==> config.mk <==
export PLATFORM = sky130hd
export DESIGN_NAME = spk_in_dispatch
export DESIGN_NICKNAME = d
export VERILOG_FILES = /design/src/rtl/spk_in_dispatch_pkg.sv /design/src/rtl/spk_in_fifo.sv /design/src/rtl/spk_in_dispatch.sv
export SDC_FILE = /design/constraint.sdc
export NUM_CORES = 1
export LEC_CHECK = 0
export BUFFER_PORTS_ARGS = -buffer_cell sky130_fd_sc_hd__buf_4
export CAP_MARGIN = 10
export CELL_PAD_IN_SITES_DETAIL_PLACEMENT = 0
export CELL_PAD_IN_SITES_GLOBAL_PLACEMENT = 2
export CORE_AREA = 3 3 205 307
export CTS_CLUSTER_DIAMETER = 80
export CTS_CLUSTER_SIZE = 8
export DETAILED_ROUTE_END_ITERATION = 10
export DIE_AREA = 0 0 208 310
export PLACE_DENSITY_LB_ADDON = 0.1
export SYNTH_ARGS = -nofsm -noshare
export SYNTH_HDL_FRONTEND = slang
export SYNTH_HIERARCHICAL = 1
export SYNTH_SLANG_ARGS = --single-unit
==> constraint.sdc <==
create_clock -name clk -period 5.8 [get_ports clk]
set_clock_uncertainty 0.2 [all_clocks]
set_input_delay 0.58 -clock clk [delete_from_list [all_inputs] [get_ports clk]]
set_output_delay 0.58 -clock clk [all_outputs]
set_load 0.02 [all_outputs]
==> src/rtl/spk_in_dispatch_pkg.sv <==
// Shared node definitions: flit type field width, type codes and flit classification.
package spk_in_dispatch_pkg;

  localparam int unsigned NODE_FTW = 3;

  localparam logic [NODE_FTW-1:0] FT_SPIKE  = 3'b000;
  localparam logic [NODE_FTW-1:0] FT_CFG_LO = 3'b001;
  localparam logic [NODE_FTW-1:0] FT_CFG_HI = 3'b110;
  localparam logic [NODE_FTW-1:0] FT_RSVD   = 3'b111;

  typedef enum logic [1:0] {
    KIND_SPIKE = 2'd0,
    KIND_CFG   = 2'd1,
    KIND_RSVD  = 2'd2
  } flit_kind_e;

  function automatic flit_kind_e classify(input logic [NODE_FTW-1:0] ftype);
    flit_kind_e kind;
    kind = KIND_RSVD;
    if (ftype == FT_SPIKE) begin
      kind = KIND_SPIKE;
    end else if (ftype >= FT_CFG_LO && ftype <= FT_CFG_HI) begin
      kind = KIND_CFG;
    end
    return kind;
  endfunction

endpackage

==> src/rtl/spk_in_fifo.sv <==
// Power-of-two FIFO with wrap-bit pointers; push on full is legal only with a same-cycle pop.
module spk_in_fifo #(
  parameter int unsigned W     = 8,
  parameter int unsigned DEPTH = 4
) (
  input  logic         clk,
  input  logic         rst_n,
  input  logic         push,
  input  logic [W-1:0] wdata,
  input  logic         pop,
  output logic [W-1:0] rdata,
  output logic         full,
  output logic         empty
);

  localparam int unsigned AW = $clog2(DEPTH);

  logic [W-1:0] mem [DEPTH];
  logic [AW:0]  wptr;
  logic [AW:0]  rptr;

  always_ff @(posedge clk) begin
    if (push) begin
      mem[wptr[AW-1:0]] <= wdata;
    end
  end

  always_ff @(posedge clk or negedge rst_n) begin
    if (!rst_n) begin
      wptr <= '0;
      rptr <= '0;
    end else begin
      if (push) wptr <= wptr + (AW+1)'(1);
      if (pop)  rptr <= rptr + (AW+1)'(1);
    end
  end

  // Same index with differing wrap bits means every slot is occupied.
  assign rdata = mem[rptr[AW-1:0]];
  assign empty = (wptr == rptr);
  assign full  = (wptr[AW] != rptr[AW]) && (wptr[AW-1:0] == rptr[AW-1:0]);

endmodule

==> src/rtl/spk_in_dispatch.sv <==
// Router ingress: spikes to a 2-entry skid buffer toward the axon, config flits to a
// credit-gated FIFO toward the config controller, reserved flits dropped and counted.
module spk_in_dispatch
  import spk_in_dispatch_pkg::*;
#(
  parameter int unsigned FW         = 59,
  parameter int unsigned FTW        = NODE_FTW,
  parameter int unsigned CFG_DEPTH  = 4,
  parameter int unsigned CREDIT_NUM = 4
) (
  input  logic          clk,
  input  logic          rst_n,
  input  logic          in_vld,
  input  logic [FW-1:0] in_flit,
  output logic          in_rdy,
  output logic          spk_in_config_we,
  output logic [FW-1:0] spk_in_config_wdata,
  input  logic          config_spk_in_credit,
  output logic          spk_axon_vld,
  output logic [FW-1:0] spk_axon_data,
  input  logic          axon_spk_rdy,
  output logic [7:0]    drop_cnt,
  output logic          credit_err
);

  localparam int unsigned CW = $clog2(CREDIT_NUM + 1);

  flit_kind_e    kind;
  logic          spk_push;
  logic          spk_pop;
  logic          skid_vld;
  logic [FW-1:0] skid_data;
  logic          cfg_push;
  logic          cfg_pop;
  logic          cfg_full;
  logic          cfg_empty;
  logic [FW-1:0] cfg_head;
  logic          rsvd_acc;
  logic [CW-1:0] credit_cnt;

  // Ready is per flit type; a full buffer still accepts when it is draining this cycle.
  always_comb begin
    kind     = classify(NODE_FTW'(in_flit[FW-1 -: FTW]));
    spk_pop  = spk_axon_vld && axon_spk_rdy;
    cfg_pop  = !cfg_empty && (credit_cnt != '0);
    in_rdy   = 1'b1;
    case (kind)
      KIND_SPIKE: in_rdy = !skid_vld || spk_pop;
      KIND_CFG:   in_rdy = !cfg_full || cfg_pop;
      default:    in_rdy = 1'b1;
    endcase
    spk_push = in_vld && in_rdy && (kind == KIND_SPIKE);
    cfg_push = in_vld && in_rdy && (kind == KIND_CFG);
    rsvd_acc = in_vld && in_rdy && (kind == KIND_RSVD);
  end

  // Spike skid buffer: output register is the head, skid register the second entry.
  always_ff @(posedge clk or negedge rst_n) begin
    if (!rst_n) begin
      spk_axon_vld  <= 1'b0;
      spk_axon_data <= '0;
      skid_vld      <= 1'b0;
      skid_data     <= '0;
    end else if (spk_pop) begin
      if (skid_vld) begin
        spk_axon_data <= skid_data;
        skid_vld      <= spk_push;
        if (spk_push) skid_data <= in_flit;
      end else begin
        spk_axon_vld <= spk_push;
        if (spk_push) spk_axon_data <= in_flit;
      end
    end else if (spk_push) begin
      if (spk_axon_vld) begin
        skid_vld  <= 1'b1;
        skid_data <= in_flit;
      end else begin
        spk_axon_vld  <= 1'b1;
        spk_axon_data <= in_flit;
      end
    end
  end

  spk_in_fifo #(
    .W     (FW),
    .DEPTH (CFG_DEPTH)
  ) u_cfg_fifo (
    .clk   (clk),
    .rst_n (rst_n),
    .push  (cfg_push),
    .wdata (in_flit),
    .pop   (cfg_pop),
    .rdata (cfg_head),
    .full  (cfg_full),
    .empty (cfg_empty)
  );

  // Config strobe; wdata only moves on a pop so it holds while we is low.
  always_ff @(posedge clk or negedge rst_n) begin
    if (!rst_n) begin
      spk_in_config_we    <= 1'b0;
      spk_in_config_wdata <= '0;
    end else begin
      spk_in_config_we <= cfg_pop;
      if (cfg_pop) spk_in_config_wdata <= cfg_head;
    end
  end

  always_ff @(posedge clk or negedge rst_n) begin
    if (!rst_n) begin
      credit_cnt <= CW'(CREDIT_NUM);
      credit_err <= 1'b0;
    end else begin
      case ({cfg_pop, config_spk_in_credit})
        2'b10: credit_cnt <= credit_cnt - CW'(1);
        2'b01: begin
          if (credit_cnt == CW'(CREDIT_NUM)) credit_err <= 1'b1;
          else                               credit_cnt <= credit_cnt + CW'(1);
        end
        default: credit_cnt <= credit_cnt;
      endcase
    end
  end

  always_ff @(posedge clk or negedge rst_n) begin
    if (!rst_n) begin
      drop_cnt <= '0;
    end else if (rsvd_acc && (drop_cnt != 8'hFF)) begin
      drop_cnt <= drop_cnt + 8'd1;
    end
  end

endmodule

After elaboration in Yosys (flattened, before gate mapping)
Memory sizes are Yosys's and may differ from the RTL's. A register that Yosys moved wholly into a read port is not among the register bits.
Index checks and enable logic that the tools add are counted.
{"block": "totals", "ff_bits": 139, "ram_bits": 236, "inputBits": 64, "out_inout_bits": 130, "wordCells": 83, "mem_count": 1}
{"block": "op_classes", "addsub": 5, "order_cmp": 2, "n_eq_ne": 14, "n_mux": 23, "n_reduce_logical": 28}
{"memory": "u_cfg_fifo.mem", "words": 4, "word_bits": 59, "rd": 1, "rd_ports_with_merged_regs": 1, "write_ports": 1, "line_no": "spk_in_fifo.sv:18", "text": "logic [W-1:0] mem [DEPTH];"}
{"op": "$mux W59", "count": 9}
{"op": "$add A3 B1 Y3 const B", "count": 3}
{"op": "$logic_and A1 B1 Y1", "count": 9}
{"op": "$mux W1", "count": 9}
{"op": "$add A8 B1 Y8 const B", "count": 1}
{"op": "$ne A8 B8 Y1 const B", "count": 1}
{"op": "$reduce_and A2 Y1", "count": 4}
{"op": "$reduce_bool A2 Y1", "count": 4}
{"op": "$ne A2 B2 Y1 const B", "count": 3}
{"op": "$pmux W3 S2", "count": 1}
{"op": "$eq A2 B1 Y1 const B", "count": 2}
{"op": "$eq A2 B2 Y1 const B", "count": 2}
{"op": "$logic_not A1 Y1", "count": 4}
{"op": "$mux W2", "count": 2}
{"op": "$ne A2 B1 Y1 const B", "count": 2}
{"op": "$reduce_and A4 Y1", "count": 1}
{"op": "$eq A3 B3 Y1", "count": 1}
{"op": "$eq A3 B3 Y1 const B", "count": 1}
{"op": "$ge A3 B1 Y1 const B", "count": 1}
{"op": "$le A3 B3 Y1 const B", "count": 1}
{"op": "$logic_not A3 Y1", "count": 1}
{"op": "$mux W3", "count": 1}
{"op": "$reduce_and A3 Y1", "count": 1}
{"op": "$reduce_bool A3 Y1", "count": 1}
{"op": "6 further kinds", "count": 7}

Depth between registers and ports, before layout
{"block": "logic_depth", "depth_word": 11, "depth_mapped": 13, "depth_no_buf": 9}

Hierarchy
The synthesis kept the hierarchy.
{"module": "spk_in_fifo", "instances": 1, "cells_per_inst": 339, "area_each_um2": 8927.3, "seq_area_each_um2": 7236.9}
{"module": "spk_in_dispatch", "instances": 1, "cells_per_inst": 710, "area_each_um2": 7886.3, "seq_area_each_um2": 4805.9}

Least setup slack after synthesis
Ideal clock, no wire load.
{"block": "synth_timing", "path_type": "register -> register", "start": "register u_cfg_fifo.rptr[0]", "end": "memory u_cfg_fifo/mem[3][0] (netlist bit), enable pin", "setup_time_ns": 0.425, "arrival_ns": 3.293, "t_required_ns": 5.175, "path_slack_ns": 1.883, "path_stages_with_launch": 10, "path_buffers": 4, "synth_period_minus_slack_ns": 3.917, "path_cell_list": "dfrtp_1 buf_6 buf_12 xor2_1 nor3b_1 a21o_1 buf_2 buf_1 a21oi_1 and2_1"}
{"block": "synth_between", "elab_chain_cells": 9, "word_cells_on_any_way": 12, "cone_classes": "eq/ne (2); mux (3); reduce/logical (7)"}
{"element": "start: declaration", "line_no": "spk_in_fifo.sv:20", "text": "logic [AW:0] rptr;"}
{"element": "start signal: assignment", "line_no": "spk_in_fifo.sv:34", "text": "if (pop) rptr <= rptr + (AW+1)'(1);"}
{"element": "$eq A3 B3 Y1", "line_no": "spk_in_fifo.sv:40", "text": "assign empty = (wptr == rptr);"}
{"element": "via cfg_empty", "line_no": "spk_in_dispatch.sv:36", "text": "logic cfg_empty;"}
{"element": "$logic_not A1 Y1", "line_no": "spk_in_dispatch.sv:45", "text": "cfg_pop = !cfg_empty && (credit_cnt != '0);"}
{"element": "$logic_and A1 B1 Y1", "line_no": "spk_in_dispatch.sv:45"}
{"element": "$logic_or A1 B1 Y1", "line_no": "spk_in_dispatch.sv:49", "text": "KIND_CFG: in_rdy = !cfg_full || cfg_pop;"}
{"element": "$pmux W1 S2", "line_no": "spk_in_dispatch.sv:47", "text": "case (kind)"}
{"element": "$logic_and A1 B1 Y1 (2 in series)", "line_no": "spk_in_dispatch.sv:53", "text": "cfg_push = in_vld && in_rdy && (kind == KIND_CFG);"}
{"element": "via cfg_push", "line_no": "spk_in_dispatch.sv:33", "text": "logic cfg_push;"}
{"element": "$mux W1", "line_no": "spk_in_fifo.sv:23", "text": "if (push) begin"}
{"element": "$mux W1 (implied by the code)", "line_no": "spk_in_fifo.sv:24", "text": "mem[wptr[AW-1:0]] <= wdata;"}
{"element": "end: declaration", "line_no": "spk_in_fifo.sv:18"}
The timed path passes the listed nets, and every way through them passes these cells.

Final worst setup path
{"block": "layout_timing", "start": "register u_cfg_fifo.rptr[0]", "end": "output in_rdy"}
{"block": "layout_between", "elab_chain_cells": 5, "word_cells_on_any_way": 8, "cone_classes": "eq/ne (2); mux (1); reduce/logical (5)"}
{"element": "$eq A3 B3 Y1", "line_no": "spk_in_fifo.sv:40"}
{"element": "via cfg_empty", "line_no": "spk_in_dispatch.sv:36"}
{"element": "$logic_not A1 Y1", "line_no": "spk_in_dispatch.sv:45"}
{"element": "$logic_and A1 B1 Y1", "line_no": "spk_in_dispatch.sv:45"}
{"element": "$logic_or A1 B1 Y1", "line_no": "spk_in_dispatch.sv:49"}
{"element": "$pmux W1 S2", "line_no": "spk_in_dispatch.sv:47"}
{"element": "end: declaration", "line_no": "spk_in_dispatch.sv:15", "text": "output logic in_rdy,"}
The timed path passes the listed nets, and every way through them passes these cells.

==> run_results.csv <==
group,metric,value,unit
timing,slew-limit-headroom,0.262,
clocking,htree_num_levels,2,
power_and_ir_drop,ir_drop,0.325,mV
global_route,track_usage,0.138,
yosys,synth.distinct_cells,44,
die,chipWidth,208,um
yosys,netlist_area,16800,um^2
yosys,synth_top_family_by_area,"multiplexers",
hold_path,min_path_type,"in2reg",
clocking,post_cts_buffers,0,
drt,first_iter_violations,376,
timing,rsz0062_at_grt,"no",
power_and_ir_drop,p_sw,4.15,mW
clocking,cts_tree,"built",
yosys,synth-adder-area-share,0.00566,
yosys,synth_largest_area_cell,"edfxtp_1",
power_and_ir_drop,p_comb_frac,0.333,
global_route,grt_pass1_wl,67.6,mm
critical_path,slowest_delay,0.79,ns
timing,setup_tns,0,ns
yosys,avgSynthCellArea,16.0,um^2
drt,drc_errors,0,
die,num_io_pins,194,
placed_design,place_hpwl,25.9,mm
yosys,ys_seq_area_frac,0.716,
clocking,clk_latency,0.59,ns
yosys,synthCells,1049,
power_and_ir_drop,internal-power,7.77,mW
critical_path,crit_family,"compound AO/OA/AOI/OAI gates",
critical_path,worst-setup-path-type,"reg2out",
global_route,grt_pass1_vias,10300,
critical_path,crit_buf_inv,1,
drt,routedWlPerCell,20.7,um
clocking,clk_pin_slew,0.05,ns
drt,dr.pass1.iters,4,
timing,post-route-min-period,4.33,ns
yosys,muxShareOfSynthArea,0.153,
yosys,synth_nets,1120,
cells_and_area,area.growth.synth_to_final,26.8,%
yosys,synth-seq-cells,434,
timing,period_share,0.747,
drt,drt_wl_total,44.4,mm
power_and_ir_drop,leakage,8.60,nW
cells_and_area,drive_gt1_frac,0.290,
die,initial_utilization,0.279,
power_and_ir_drop,clkPwrFrac,0.274,
yosys,synth-simple-area-share,0.0673,
yosys,synthFlopType,"edfxtp_1",
critical_path,cp-end-kind,"output port",
job,drv_cap,0,
critical_path,crit_fanout,64,
drt,vias_per_cell,4.41,
yosys,synthTopCellsByArea,"edfxtp_1 (42%), dfrtp_1 (29%), mux4_2 (7.8%)",
timing,finalSetupViolations,0,
timing,hold_violations,0,
critical_path,startpoint_type,"register",
yosys,synth_enable_flop_cells,236,
clocking,clockBufferDepth,3,
critical_path,slowest_stage,"a21o_4",
timing,hold_ws,0.0410,ns
power_and_ir_drop,seq_power_share,0.392,
timing,fmax,231,MHz
yosys,synth_compound_area_frac,0.0265,
die,die_h,310,um
drt,vias,9468,
yosys,yosysWarnings,6,
placed_design,gp_congestion,0.662,
timing,worst_slew_pin_slew,1.11,ns
yosys,synth_top_area_frac,0.421,
power_and_ir_drop,p_per_area,559,nW/um^2
timing,slew_violations,0,
die,core_area,60300,um^2
critical_path,r2r_slack,1.79,ns
critical_path,crit_chain,"xor2_1 -> nor3b_1 -> a21o_4 -> nand3_1 -> a211o_1 -> buf_4",
die,die-area,64500,um^2
global_route,grt_max_degree,111,
yosys,synthXorXnorAreaFrac,0.00833,
status,outcome,"completed",
power_and_ir_drop,switching_share,0.348,
placed_design,port_buffers,193,
global_route,antenna_found_initial,3,
critical_path,worstPathRequired,5.02,ns
drt,drt.antenna.violating_nets,0,
yosys,postSynth.asyncResetShare,0.456,
die,rows,110,
clocking,cts_buffers,60,
clocking,cts_root_buf,"clkbuf_16",
cells_and_area,fin_nets,1383,
critical_path,cp.arrival,3.55,ns
clocking,cts_num_sinks,434,
global_route,grt-ovfl-total,0,
## kinds of logic after synthesis
family | count (synthesis)
adder cells (fa/ha/maj) | 7
XOR/XNOR | 16
AO/OA/AOI/OAI | 81
flip-flops | 434
multiplexers | 173
buffers and inverters | 61
AND/OR/NAND/NOR | 277
## timing repair
action / in CTS / in global routing
resized for setup: 0 / 0
endpoints found under the hold margin: 297 / 0
hold buffers: 54 / 0
## synth_stat cells (all sizes together) (3+ instances only)
cell type / instances
edfxtp: 236
a21oi: 6
nand3: 7
o21ai: 63
mux4: 59
dfrtp: 197
a22o: 3
mux2: 58
inv: 6
and2: 8
buf: 37
clkbuf: 17
and3: 4
ha: 6
xor2: 8
nor2: 6
xnor2: 8
mux2i: 56
nor2b: 4
nand2: 240
## flip-flops by register name, summed over array words and instances (netlist names)
| name | flops |
|---|---|
| u_cfg_fifo/mem | 236 |
| credit_err | 1 |
| spk_in_config_we | 1 |
| spk_in_config_wdata | 59 |
| credit_cnt | 3 |
| spk_axon_data | 59 |
| u_cfg_fifo/rptr | 3 |
| drop_cnt | 8 |
| skid_data | 59 |
| spk_axon_vld | 1 |
| u_cfg_fifo/wptr | 3 |
| skid_vld | 1 |
## path summary, 6_finish.rpt
| check | startpoint | end | depth (start not counted) |
|---|---|---|---|
| max in group asynchronous | rst_n | spk_axon_data[31] | 3 |
| min in group asynchronous | rst_n | drop_cnt[0] | 2 |
| min | in_flit[16] | u_cfg_fifo/mem[2][16] | 1 |
| max reg2reg | u_cfg_fifo/rptr[0] | u_cfg_fifo/rptr[1] | 6 |
| max | u_cfg_fifo/rptr[0] | in_rdy | 6 |
| min reg2reg | spk_in_config_wdata[23] | spk_in_config_wdata[23] | 2 |
## layout by cell type (no fill, tap or decap), types with 2 or more instances in the layout
cell type,instances
o21ai_0,63
edfxtp_1,236
mux2_4,7
dlygate4sd3_1,54
nand4_1,2
nor2b_1,4
nor2_1,6
a21oi_1,6
xnor2_1,8
and2_4,4
mux2i_1,56
nand2_1,240
clkbuf_1,46
clkbuf_16,62
a22o_1,3
nor3_1,2
and2_1,4
and3_1,3
buf_4,198
inv_1,6
dfrtp_1,195
dfrtp_4,2
mux2_2,51
nand3_1,6
xor2_1,8
mux4_2,58
ha_1,6
diode_2,2
buf_12,2
## power groups by stage
stage / sequential, mW / combinational, mW / clock [mW]
floorplan: 5.08 / 2.11 / 0
global placement: 4.74 / 4.07 / 0
detailed placement: 4.75 / 4.11 / 0
CTS: 4.71 / 4.14 / 3.41
global route: 4.80 / 4.43 / 3.53
finish: 4.68 / 3.97 / 3.27
## metal layers
metal | up-vias | share of wire | GRT usage
met5 | - | 0 | 0
met4 | 0 | 0.020 | 0.0369
met3 | 61 | 0.045 | 0.0307
met2 | 178 | 0.53 | 0.253
met1 | 4872 | 0.41 | 0.164
li1 | 4357 | - | -
## per-stage QoR
stage / setup WS (ns) / util / instances / power, mW / instance area (um^2)
2_1_floorplan: 1.88 / - / 1049 / 7.19 / 16800
3_3_place_gp: 1.19 / 0.315 / 1979 / 8.81 / 19000
3_5_place_dp: 1.58 / 0.316 / 1980 / 8.86 / 19000
4_1_cts: 1.32 / 0.354 / 2144 / 12.3 / 21300
5_1_grt: 1.14 / 0.354 / 2145 / 12.8 / 21300
6_report: 1.47 / 0.354 / 2146 / 11.9 / 21300
## final cells by class
class | count | area, um^2
fillers | 5860 | 39000
flip-flops and latches | 434 | 12100
multi-input cells | 554 | 4430
repair buffers | 255 | 2080
clock buffers | 108 | 1720
well taps | 784 | 981
inverters | 7 | 27.5
clock inverters | 2 | 25.0
diodes | 2 | 5.00
Note: power is estimated with default switching activity, not from simulation.
